--- src/rtl/idli_pkg.sv ---
// Shared SQI types, sequencing constants and the address-nibble selector
// used by the SQI fetch controller.
package idli_pkg;

    typedef logic [3:0] sqi_data_t;

    typedef enum logic [2:0] {
        IDLE  = 3'd0,
        CMD   = 3'd1,
        ADDR  = 3'd2,
        DUMMY = 3'd3,
        DATA  = 3'd4
    } sqi_state_t;

    localparam int SQI_ADDR_NIBBLES = 6;
    localparam int SQI_CMD_NIBBLES  = 2;

    // SRAM byte address of a 16b word is {7'b0, word, 1'b0}; nibble 0 is bits [23:20].
    function automatic sqi_data_t sqi_addr_nibble(input logic [15:0] word_addr,
                                                  input logic [2:0]  idx);
        logic [23:0] byte_addr;
        byte_addr = {7'b0000000, word_addr, 1'b0};
        case (idx)
            3'd0:    return byte_addr[23:20];
            3'd1:    return byte_addr[19:16];
            3'd2:    return byte_addr[15:12];
            3'd3:    return byte_addr[11:8];
            3'd4:    return byte_addr[7:4];
            3'd5:    return byte_addr[3:0];
            default: return 4'h0;
        endcase
    endfunction

endpackage

--- src/rtl/idli_sqi_ctrl_m.sv ---
// SQI SRAM read-stream controller: command/address/dummy sequencing and a
// one-nibble output register with valid/accept flow control.
// Optional word-address tracking on o_sqi_pc is enabled by IDLI_SQI_PC_TRACK_EN.
module idli_sqi_ctrl_m
    import idli_pkg::*;
#(
    parameter logic [7:0] CMD_READ     = 8'h03,
    parameter int         DUMMY_CYCLES = 2
) (
    input  logic        i_sqi_gck,
    input  logic        i_sqi_rst_n,
    input  logic        i_sqi_redir,
    input  logic [15:0] i_sqi_redir_addr,
    output sqi_data_t   o_sqi_data,
    output logic        o_sqi_data_vld,
    input  logic        i_sqi_data_acp,
    output logic [15:0] o_sqi_pc,
    output logic        o_sqi_cs_n,
    output logic        o_sqi_sck_en,
    output logic [3:0]  o_sqi_sio,
    output logic        o_sqi_sio_oe,
    input  logic [3:0]  i_sqi_sio
);

    localparam logic [2:0] CMD_LAST   = 3'(SQI_CMD_NIBBLES - 1);
    localparam logic [2:0] ADDR_LAST  = 3'(SQI_ADDR_NIBBLES - 1);
    localparam logic [2:0] DUMMY_LAST = 3'(DUMMY_CYCLES - 1);

    sqi_state_t  state_r;
    logic [2:0]  cnt_r;
    logic [15:0] fetch_addr_r;
    logic        cs_n_r;
    logic        sio_oe_r;
    logic [3:0]  sio_r;
    sqi_data_t   data_r;
    logic        vld_r;
    logic        sck_en_s;

    // SCK must stop in the same cycle a held nibble is refused, otherwise the
    // SRAM would shift out a nibble with nowhere to land.
    assign sck_en_s = (state_r == CMD) || (state_r == ADDR) || (state_r == DUMMY) ||
                      ((state_r == DATA) && (!vld_r || i_sqi_data_acp));

    // Sequencer FSM with registered pad and stream outputs; redirect overrides all states.
    always_ff @(posedge i_sqi_gck or negedge i_sqi_rst_n) begin
        if (!i_sqi_rst_n) begin
            state_r      <= IDLE;
            cnt_r        <= 3'd0;
            fetch_addr_r <= 16'h0000;
            cs_n_r       <= 1'b1;
            sio_oe_r     <= 1'b0;
            sio_r        <= 4'h0;
            data_r       <= 4'h0;
            vld_r        <= 1'b0;
        end else if (i_sqi_redir) begin
            state_r      <= IDLE;
            cnt_r        <= 3'd0;
            fetch_addr_r <= i_sqi_redir_addr;
            cs_n_r       <= 1'b1;
            sio_oe_r     <= 1'b0;
            sio_r        <= 4'h0;
            vld_r        <= 1'b0;
        end else begin
            case (state_r)
                IDLE: begin
                    state_r  <= CMD;
                    cnt_r    <= 3'd0;
                    cs_n_r   <= 1'b0;
                    sio_oe_r <= 1'b1;
                    sio_r    <= CMD_READ[7:4];
                end
                CMD: begin
                    if (cnt_r == CMD_LAST) begin
                        state_r <= ADDR;
                        cnt_r   <= 3'd0;
                        sio_r   <= sqi_addr_nibble(fetch_addr_r, 3'd0);
                    end else begin
                        cnt_r <= cnt_r + 3'd1;
                        sio_r <= CMD_READ[3:0];
                    end
                end
                ADDR: begin
                    if (cnt_r == ADDR_LAST) begin
                        state_r  <= DUMMY;
                        cnt_r    <= 3'd0;
                        sio_oe_r <= 1'b0;
                        sio_r    <= 4'h0;
                    end else begin
                        cnt_r <= cnt_r + 3'd1;
                        sio_r <= sqi_addr_nibble(fetch_addr_r, cnt_r + 3'd1);
                    end
                end
                DUMMY: begin
                    if (cnt_r == DUMMY_LAST) begin
                        state_r <= DATA;
                        cnt_r   <= 3'd0;
                    end else begin
                        cnt_r <= cnt_r + 3'd1;
                    end
                end
                DATA: begin
                    // Every clocked SCK period in DATA delivers exactly one nibble.
                    if (sck_en_s) begin
                        data_r <= i_sqi_sio;
                        vld_r  <= 1'b1;
                    end else begin
                        vld_r  <= vld_r;
                    end
                end
                default: begin
                    state_r <= IDLE;
                    cnt_r   <= 3'd0;
                    cs_n_r  <= 1'b1;
                end
            endcase
        end
    end

`ifdef IDLI_SQI_PC_TRACK_EN
    logic [15:0] pc_r;
    logic [1:0]  sub_r;

    // Word counter: advances after the fourth accepted nibble of each word.
    always_ff @(posedge i_sqi_gck or negedge i_sqi_rst_n) begin
        if (!i_sqi_rst_n) begin
            pc_r  <= 16'h0000;
            sub_r <= 2'd0;
        end else if (i_sqi_redir) begin
            pc_r  <= i_sqi_redir_addr;
            sub_r <= 2'd0;
        end else if (vld_r && i_sqi_data_acp) begin
            sub_r <= sub_r + 2'd1;
            if (sub_r == 2'd3) begin
                pc_r <= pc_r + 16'd1;
            end else begin
                pc_r <= pc_r;
            end
        end else begin
            pc_r  <= pc_r;
            sub_r <= sub_r;
        end
    end

    assign o_sqi_pc = pc_r;
`else
    assign o_sqi_pc = 16'h0000;
`endif

    assign o_sqi_data     = data_r;
    assign o_sqi_data_vld = vld_r;
    assign o_sqi_cs_n     = cs_n_r;
    assign o_sqi_sck_en   = sck_en_s;
    assign o_sqi_sio      = sio_r;
    assign o_sqi_sio_oe   = sio_oe_r;

endmodule

--- config.mk ---
export PLATFORM = sky130hd
export DESIGN_NAME = idli_sqi_ctrl_m
export DESIGN_NICKNAME = d
export VERILOG_FILES = /design/src/rtl/idli_pkg.sv /design/src/rtl/idli_sqi_ctrl_m.sv
export SDC_FILE = /design/constraint.sdc
export NUM_CORES = 1
export LEC_CHECK = 0
export CORE_AREA = 4 4 77 61
export DETAILED_ROUTE_END_ITERATION = 6
export DIE_AREA = 0 0 81 65
export PLACE_DENSITY = 0.78
export SLEW_MARGIN = 25
export SYNTH_ARGS = -nofsm -noshare
export SYNTH_HDL_FRONTEND = slang
export SYNTH_SLANG_ARGS = --single-unit
--- constraint.sdc ---
create_clock -name i_sqi_gck -period 2.55 [get_ports i_sqi_gck]
set_clock_uncertainty 0.05 [all_clocks]
set_input_delay 0.3825 -clock i_sqi_gck [delete_from_list [all_inputs] [get_ports i_sqi_gck]]
set_output_delay 0.3825 -clock i_sqi_gck [all_outputs]
set_load 0.005 [all_outputs]
==> results.json, run 1 <==
{
  "synth_cell_types": 40,
  "detail_route.iter0.violations": 87,
  "worstPathMaxFanout": 10,
  "syn_to_final_growth_pct": 21.2,
  "clock-sinks": 33,
  "busiest_layer": "met2",
  "place_congestion": 0.779,
  "rr_worst_depth": 5,
  "die_w_um": 81,
  "vias": 1182,
  "synth_largest_area_cell": "dfrtp_1",
  "fillers": 355,
  "synth_top_area_share_pct": 44.3,
  "cellLeakagePower_nw": 0.947,
  "fin_crit_sh_pct": 91.3,
  "fmax_ghz": 0.430,
  "crit_end": "o_sqi_sck_en",
  "synth_cells": 154,
  "antenna_left": 0,
  "start_util_pct": 45.7,
  "p_int_mw": 1.19,
  "hpwl_um": 2430,
  "ir_drop_mv": 0.427,
  "powerDensity_nw_per_um2": 812,
  "switchingPower_uw": 583,
  "overflow": 0,
  "drive_gt1_share_pct": 21.1,
  "hold_violations": 0,
  "placed_area_sq_um": 2100,
  "grt_pass1_vias": 1184,
  "cts_setup_buffers": 0,
  "setup_violations": 0,
  "cts_root_buf": "clkbuf_8",
  "use_met2_pct": 20.9,
  "switching_share_pct": 32.8,
  "worstSetupPathType": "reg -> out",
  "grt_max_degree": 34,
  "synth_area_leaders": "dfrtp_1 44%, mux2_2 11%, buf_4 6.6%, mux2_4 4.2%, ha_1 3.5%",
  "min_path_type": "in -> async",
  "rows": 20,
  "r2r_setup_slack_ns": 0.43,
  "timing.rr.start": "cnt_r[0]",
  "cts_tree": "built",
  "antenna_found_initial": 0,
  "layout.nets": 218,
  "setup_tns_ns": 0,
  "drt-vias-per-instance": 4.82,
  "ioPinCount": 52,
  "status": "completed",
  "critPathLaunchType": "register",
  "diodes": 0,
  "final_cell_mix": "35 x clkdlybuf4s50_1, 32 x dfrtp_1, 17 x mux2_2, 16 x conb_1, 8 x nand2_1",
  "cts.clk_slew.worst_paths_ns": 0.07,
  "synth-seq-cells": 33,
  "seqPwrFrac_pct": 42.0,
  "cts_hold_buf": 0,
  "clkLatencyLatePin_ns": 0.29,
  "cts_max_level": 2,
  "required_ns": 2.12,
  "cts_buffers": 5,
  "crit_path_end_kind": "output pin",
  "finalMaxSlewViolations": 0,
  "cap_violations": 0,
  "crit_path_start": "state_r[0]",
  "wirelength_um": 3350,
  "die_h_um": 65,
  "cts_buffer_depth": 2,
  "worst_r2r_endpoint": "o_sqi_sio[1]",
  "fin_crit_ns": 2.33,
  "grt_usage_pct": 14.3,
  "regArea_sq_um": 827,
  "ys_seq_area_share_pct": 45.7,
  "pwr-share-clk_pct": 21.4,
  "grt_pass1_wl_um": 5640,
  "dieArea_sq_um": 5270,
  "rsz0062_at_grt": "no",
  "drc": 0,
  "synthesis.area_sq_um": 1810,
  "final_cell_area_sq_um": 2190,
  "post_drt_wl_per_cell_um": 13.7,
  "io_buffers": 35,
  "grt.met1_usage_pct": 19.0,
  "hold_ws_ns": 0.442,
  "drt_pre_antenna_iters": 4,
  "cp.arrival_ns": 1.89,
  "mostFrequentLayoutCell": "clkdlybuf4s50_1",
  "cts_resized": 0,
  "p_comb_share_pct": 36.6,
  "multi_input_area_sq_um": 825,
  "yosysWarnings": 0,
  "grt.met3_usage_pct": 5.83,
  "core_sq_um": 3950,
  "avgSynthCellArea_sq_um": 11.7
}
critical path: stages, from the launching register on:
cell and delay, ns:
dfrtp_1 0.50, nor2_1 0.36, nand3_1 0.12, o21ai_0 0.10, clkdlybuf4s50_1 0.53
routing by layer:
metal	wire, um	up-vias
li1	-	583
met1	1600	564
met2	1540	30
met3	153	5
met4	50	0
met5	0	-
synth_stat cells:
master,number
dfrtp_1,32
mux2_2,17
buf_4,16
nand2_1,8
a221oi_1,6
nor2_1,6
a21oi_1,5
ha_1,5
inv_1,5
mux2_4,5
nand2b_1,4
o21ai_0,4
o31ai_1,4
buf_6,3
nor3_1,3
a31oi_1,2
and2b_2,2
clkbuf_1,2
clkbuf_8,2
nand3_1,2
or3_1,2
a2111oi_4,1
a211o_1,1
a21boi_0,1
a21o_1,1
a222oi_1,1
a22oi_1,1
buf_2,1
conb_1,1
dfstp_2,1
mux2i_1,1
nand2_2,1
nand4_1,1
nor2_4,1
nor4_1,1
o32ai_1,1
or3b_4,1
xnor2_1,1
xor2_1,1
xor2_2,1
cells by family after synthesis:
logic type / count (synthesis) / synth area share (%)
compound gates: 28 / 12.0
xor+xnor: 3 / 1.87
fa+ha+maj: 5 / 3.46
buf+inv: 29 / 11.8
flops: 33 / 45.7
mux: 23 / 15.3
other cells: 1 / 0.207
simple gates: 32 / 9.62
through the flow:
| stage | setup slack (ns) | instances | power (mW) | utilization (%) |
|---|---|---|---|---|
| floorplan | 0.775 | 169 | 1.20 | - |
| global placement | 0.420 | 237 | 1.38 | 53.2 |
| detailed placement | 0.424 | 237 | 1.40 | 53.2 |
| CTS | 0.211 | 245 | 1.80 | 55.4 |
| global route | 0.0710 | 245 | 1.91 | 55.4 |
| finish | 0.223 | 245 | 1.78 | 55.4 |
registers in the layout (all words and copies together) (netlist names):
register and cells:
fetch_addr_r 16, o_sqi_data 4, o_sqi_sio 4, cnt_r 3, state_r 3, o_sqi_cs_n 1, o_sqi_data_vld 1, o_sqi_sio_oe 1
power groups by stage:
stage	sequential (mW)	clock, mW	combinational [mW]
after floorplan	0.706	0	0.497
after global placement	0.751	0	0.631
after CTS	0.746	0.392	0.657
after detailed placement	0.752	0	0.649
final	0.746	0.380	0.651
after global routing	0.767	0.428	0.717
worst min-delay path by stage:
stage / to / from / depth (start not counted) / slack (ns)
2_1_floorplan: cnt_r[0] / i_sqi_rst_n / 0 / 0.04
3_3_place_gp: o_sqi_sio[3] / o_sqi_sio[3] / 2 / 0.43
3_5_place_dp: o_sqi_sio[2] / o_sqi_sio[2] / 2 / 0.43
4_1_cts: fetch_addr_r[5] / i_sqi_rst_n / 2 / 0.45
5_1_grt: fetch_addr_r[2] / i_sqi_rst_n / 2 / 0.47
6_report: fetch_addr_r[2] / i_sqi_rst_n / 2 / 0.44
layout make-up:
| type | count | area share [%] |
|---|---|---|
| flip-flops and latches | 33 | 37.7 |
| multi-input cells | 107 | 37.6 |
| repair buffers | 37 | 16.7 |
| clock buffers | 5 | 3.14 |
| well taps | 55 | 3.14 |
| inverters | 5 | 0.857 |
| clock inverters | 3 | 0.800 |
No activity file was read; power rests on OpenSTA's default activity.
==> inputs of run 2 (changes only) <==
- CAP_MARGIN: default -> 30
- SETUP_SLACK_MARGIN: default -> 0.05
==> results of run 2 <==
Final layout, timing and power as in run 1 (identical DEF).
==> inputs of run 3 (changes only) <==
- CORE_AREA: 4 4 77 61 -> 4 4 68 54
- DIE_AREA: 0 0 81 65 -> 0 0 72 58
- DONT_BUFFER_PORTS: default -> 1
- PLACE_DENSITY: 0.78 -> 0.76
==> run 3 against run 2 <==
Compared with the run above:
- first-iteration DRC count is 23% lower
- fmax up 12%
- hold slack worse by 0.33 ns
- critical path depth grew 1
- global-route usage up 4.2 points
- critical endpoint is now o_sqi_sio[2]
==> results.json, run 3 (synthesis gave the netlist of run 1 again) <==
{
  "status": "completed",
  "grt_pass1_wl_um": 5700,
  "crit_path_end_kind": "register",
  "slew_headroom_pct": 66.2,
  "final_cell_count_no_fill": 192,
  "dieArea_sq_um": 4180,
  "cts_tree": "built",
  "start_util_pct": 61.6,
  "seqPwrFrac_pct": 46.7,
  "vias": 1116,
  "cts_max_level": 2,
  "cellLeakagePower_nw": 0.818,
  "io_buffers": 0,
  "diodes": 0,
  "largest_reg_flops": 16,
  "die_w_um": 72,
  "detail_route.iter0.violations": 67,
  "fmax_ghz": 0.479,
  "final_cell_mix": "32 x dfrtp_1, 17 x mux2_2, 16 x conb_1, 8 x nand2_1",
  "mostFrequentLayoutCell": "dfrtp_1",
  "setup_tns_ns": 0,
  "die_h_um": 58,
  "grt_max_degree": 34,
  "cap_violations": 0,
  "critPathLaunchType": "register",
  "rsz0062_at_grt": "no",
  "fin_crit_ns": 2.09,
  "rows": 17,
  "drt_pre_antenna_iters": 4,
  "fin_util_pct": 62.5,
  "p_comb_share_pct": 29.7,
  "drc": 0,
  "cp.arrival_ns": 2.21,
  "finalMaxSlewViolations": 0,
  "p_int_mw": 1.09,
  "largest-register": "fetch_addr_r",
  "cts_hold_buf": 2,
  "switchingPower_uw": 544,
  "cts_buffers": 5,
  "min_path_type": "in -> reg",
  "worstPathMaxFanout": 5,
  "drive_gt1_share_pct": 24.0,
  "setup_violations": 0,
  "timing.final.ws_setup_ns": 0.464,
  "cts_buffer_depth": 2,
  "switching_share_pct": 33.3,
  "antenna_found_initial": 0,
  "core_sq_um": 2940,
  "post-place-ws_ns": 0.495,
  "final_cell_area_sq_um": 1830,
  "p_total_mw": 1.63,
  "place_congestion": 0.837,
  "cts_root_buf": "clkbuf_8",
  "hpwl_um": 2430,
  "fin_crit_sh_pct": 81.8,
  "hold_ws_ns": 0.110,
  "wirelength_um": 3420,
  "required_ns": 2.67,
  "ioPinCount": 52,
  "drt-vias-per-instance": 5.81,
  "clkLatencyLatePin_ns": 0.28,
  "grt_pass1_vias": 1159,
  "pwr-share-clk_pct": 23.7,
  "layout.nets": 183,
  "worstSetupPathType": "reg -> reg",
  "antenna_left": 0,
  "overflow": 0,
  "cts_setup_buffers": 0,
  "cts.clk_slew.worst_paths_ns": 0.06,
  "grt_usage_pct": 18.5,
  "ir_drop_mv": 0.521,
  "syn_to_final_growth_pct": 1.45,
  "hold_violations": 0,
  "cts_resized": 0,
  "placed_cells": 183,
  "powerDensity_nw_per_um2": 890,
  "clock-sinks": 33,
  "placed_area_sq_um": 1720,
  "post_drt_wl_per_cell_um": 17.8,
  "worstMarginPinSlew_ns": 0.506
}
run 3: cell types whose count changed in the layout (fill, tap and decap cells not counted), sizes merged:
cell | before | now
buf | 2 | 1
clkbuf | 5 | 7
clkdlybuf4s50 | 35 | 0
clkinv | 2 | 0
clkinvlp | 1 | 0
dlygate4sd3 | 0 | 1
run 3: layer usage:
layer / track usage (%) / wire length [um]
met3: 12.1 / 390
met4: 7.51 / 49
met5: 0 / 0
met1: 22.6 / 1460
met2: 25.7 / 1520
run 3: final timing paths:
check / startpoint / endpoint / slack (ns) / depth (start not counted)
min in group asynchronous: i_sqi_rst_n / state_r[0] / 0.51 / 2
setup / recovery: cnt_r[0] / o_sqi_sio[2] / 0.46 / 5
hold / removal: i_sqi_redir / o_sqi_data_vld / 0.11 / 1
max in group asynchronous: i_sqi_rst_n / o_sqi_cs_n / 1.71 / 2
setup reg to reg: cnt_r[0] / o_sqi_sio[2] / 0.46 / 5
hold reg to reg: fetch_addr_r[1] / fetch_addr_r[1] / 0.46 / 1
run 3: power by group through the flow:
stage	Combinational, mW	Sequential [mW]	Clock (mW)
floorplan	0.497	0.706	0
global placement	0.445	0.765	0
detailed placement	0.464	0.773	0
CTS	0.485	0.764	0.399
global route	0.543	0.782	0.431
finish	0.484	0.762	0.387
run 3: cell type report:
| type | instances | area [sq um] |
|---|---|---|
| Fill cell | 258 | 1100 |
| Clock buffer | 7 | 86.3 |
| Sequential cell | 33 | 827 |
| Multi-Input combinational cell | 107 | 825 |
| Inverter | 5 | 18.8 |
| Timing Repair Buffer | 2 | 30.0 |
| Tap cell | 38 | 47.5 |
run 3: critical path: stages, from the launching register on:
cell	delay (ns)
dfrtp_1	0.42
ha_1	0.28
xnor2_1	0.42
mux2i_1	0.25
nand4_1	0.21
o31ai_1	0.34
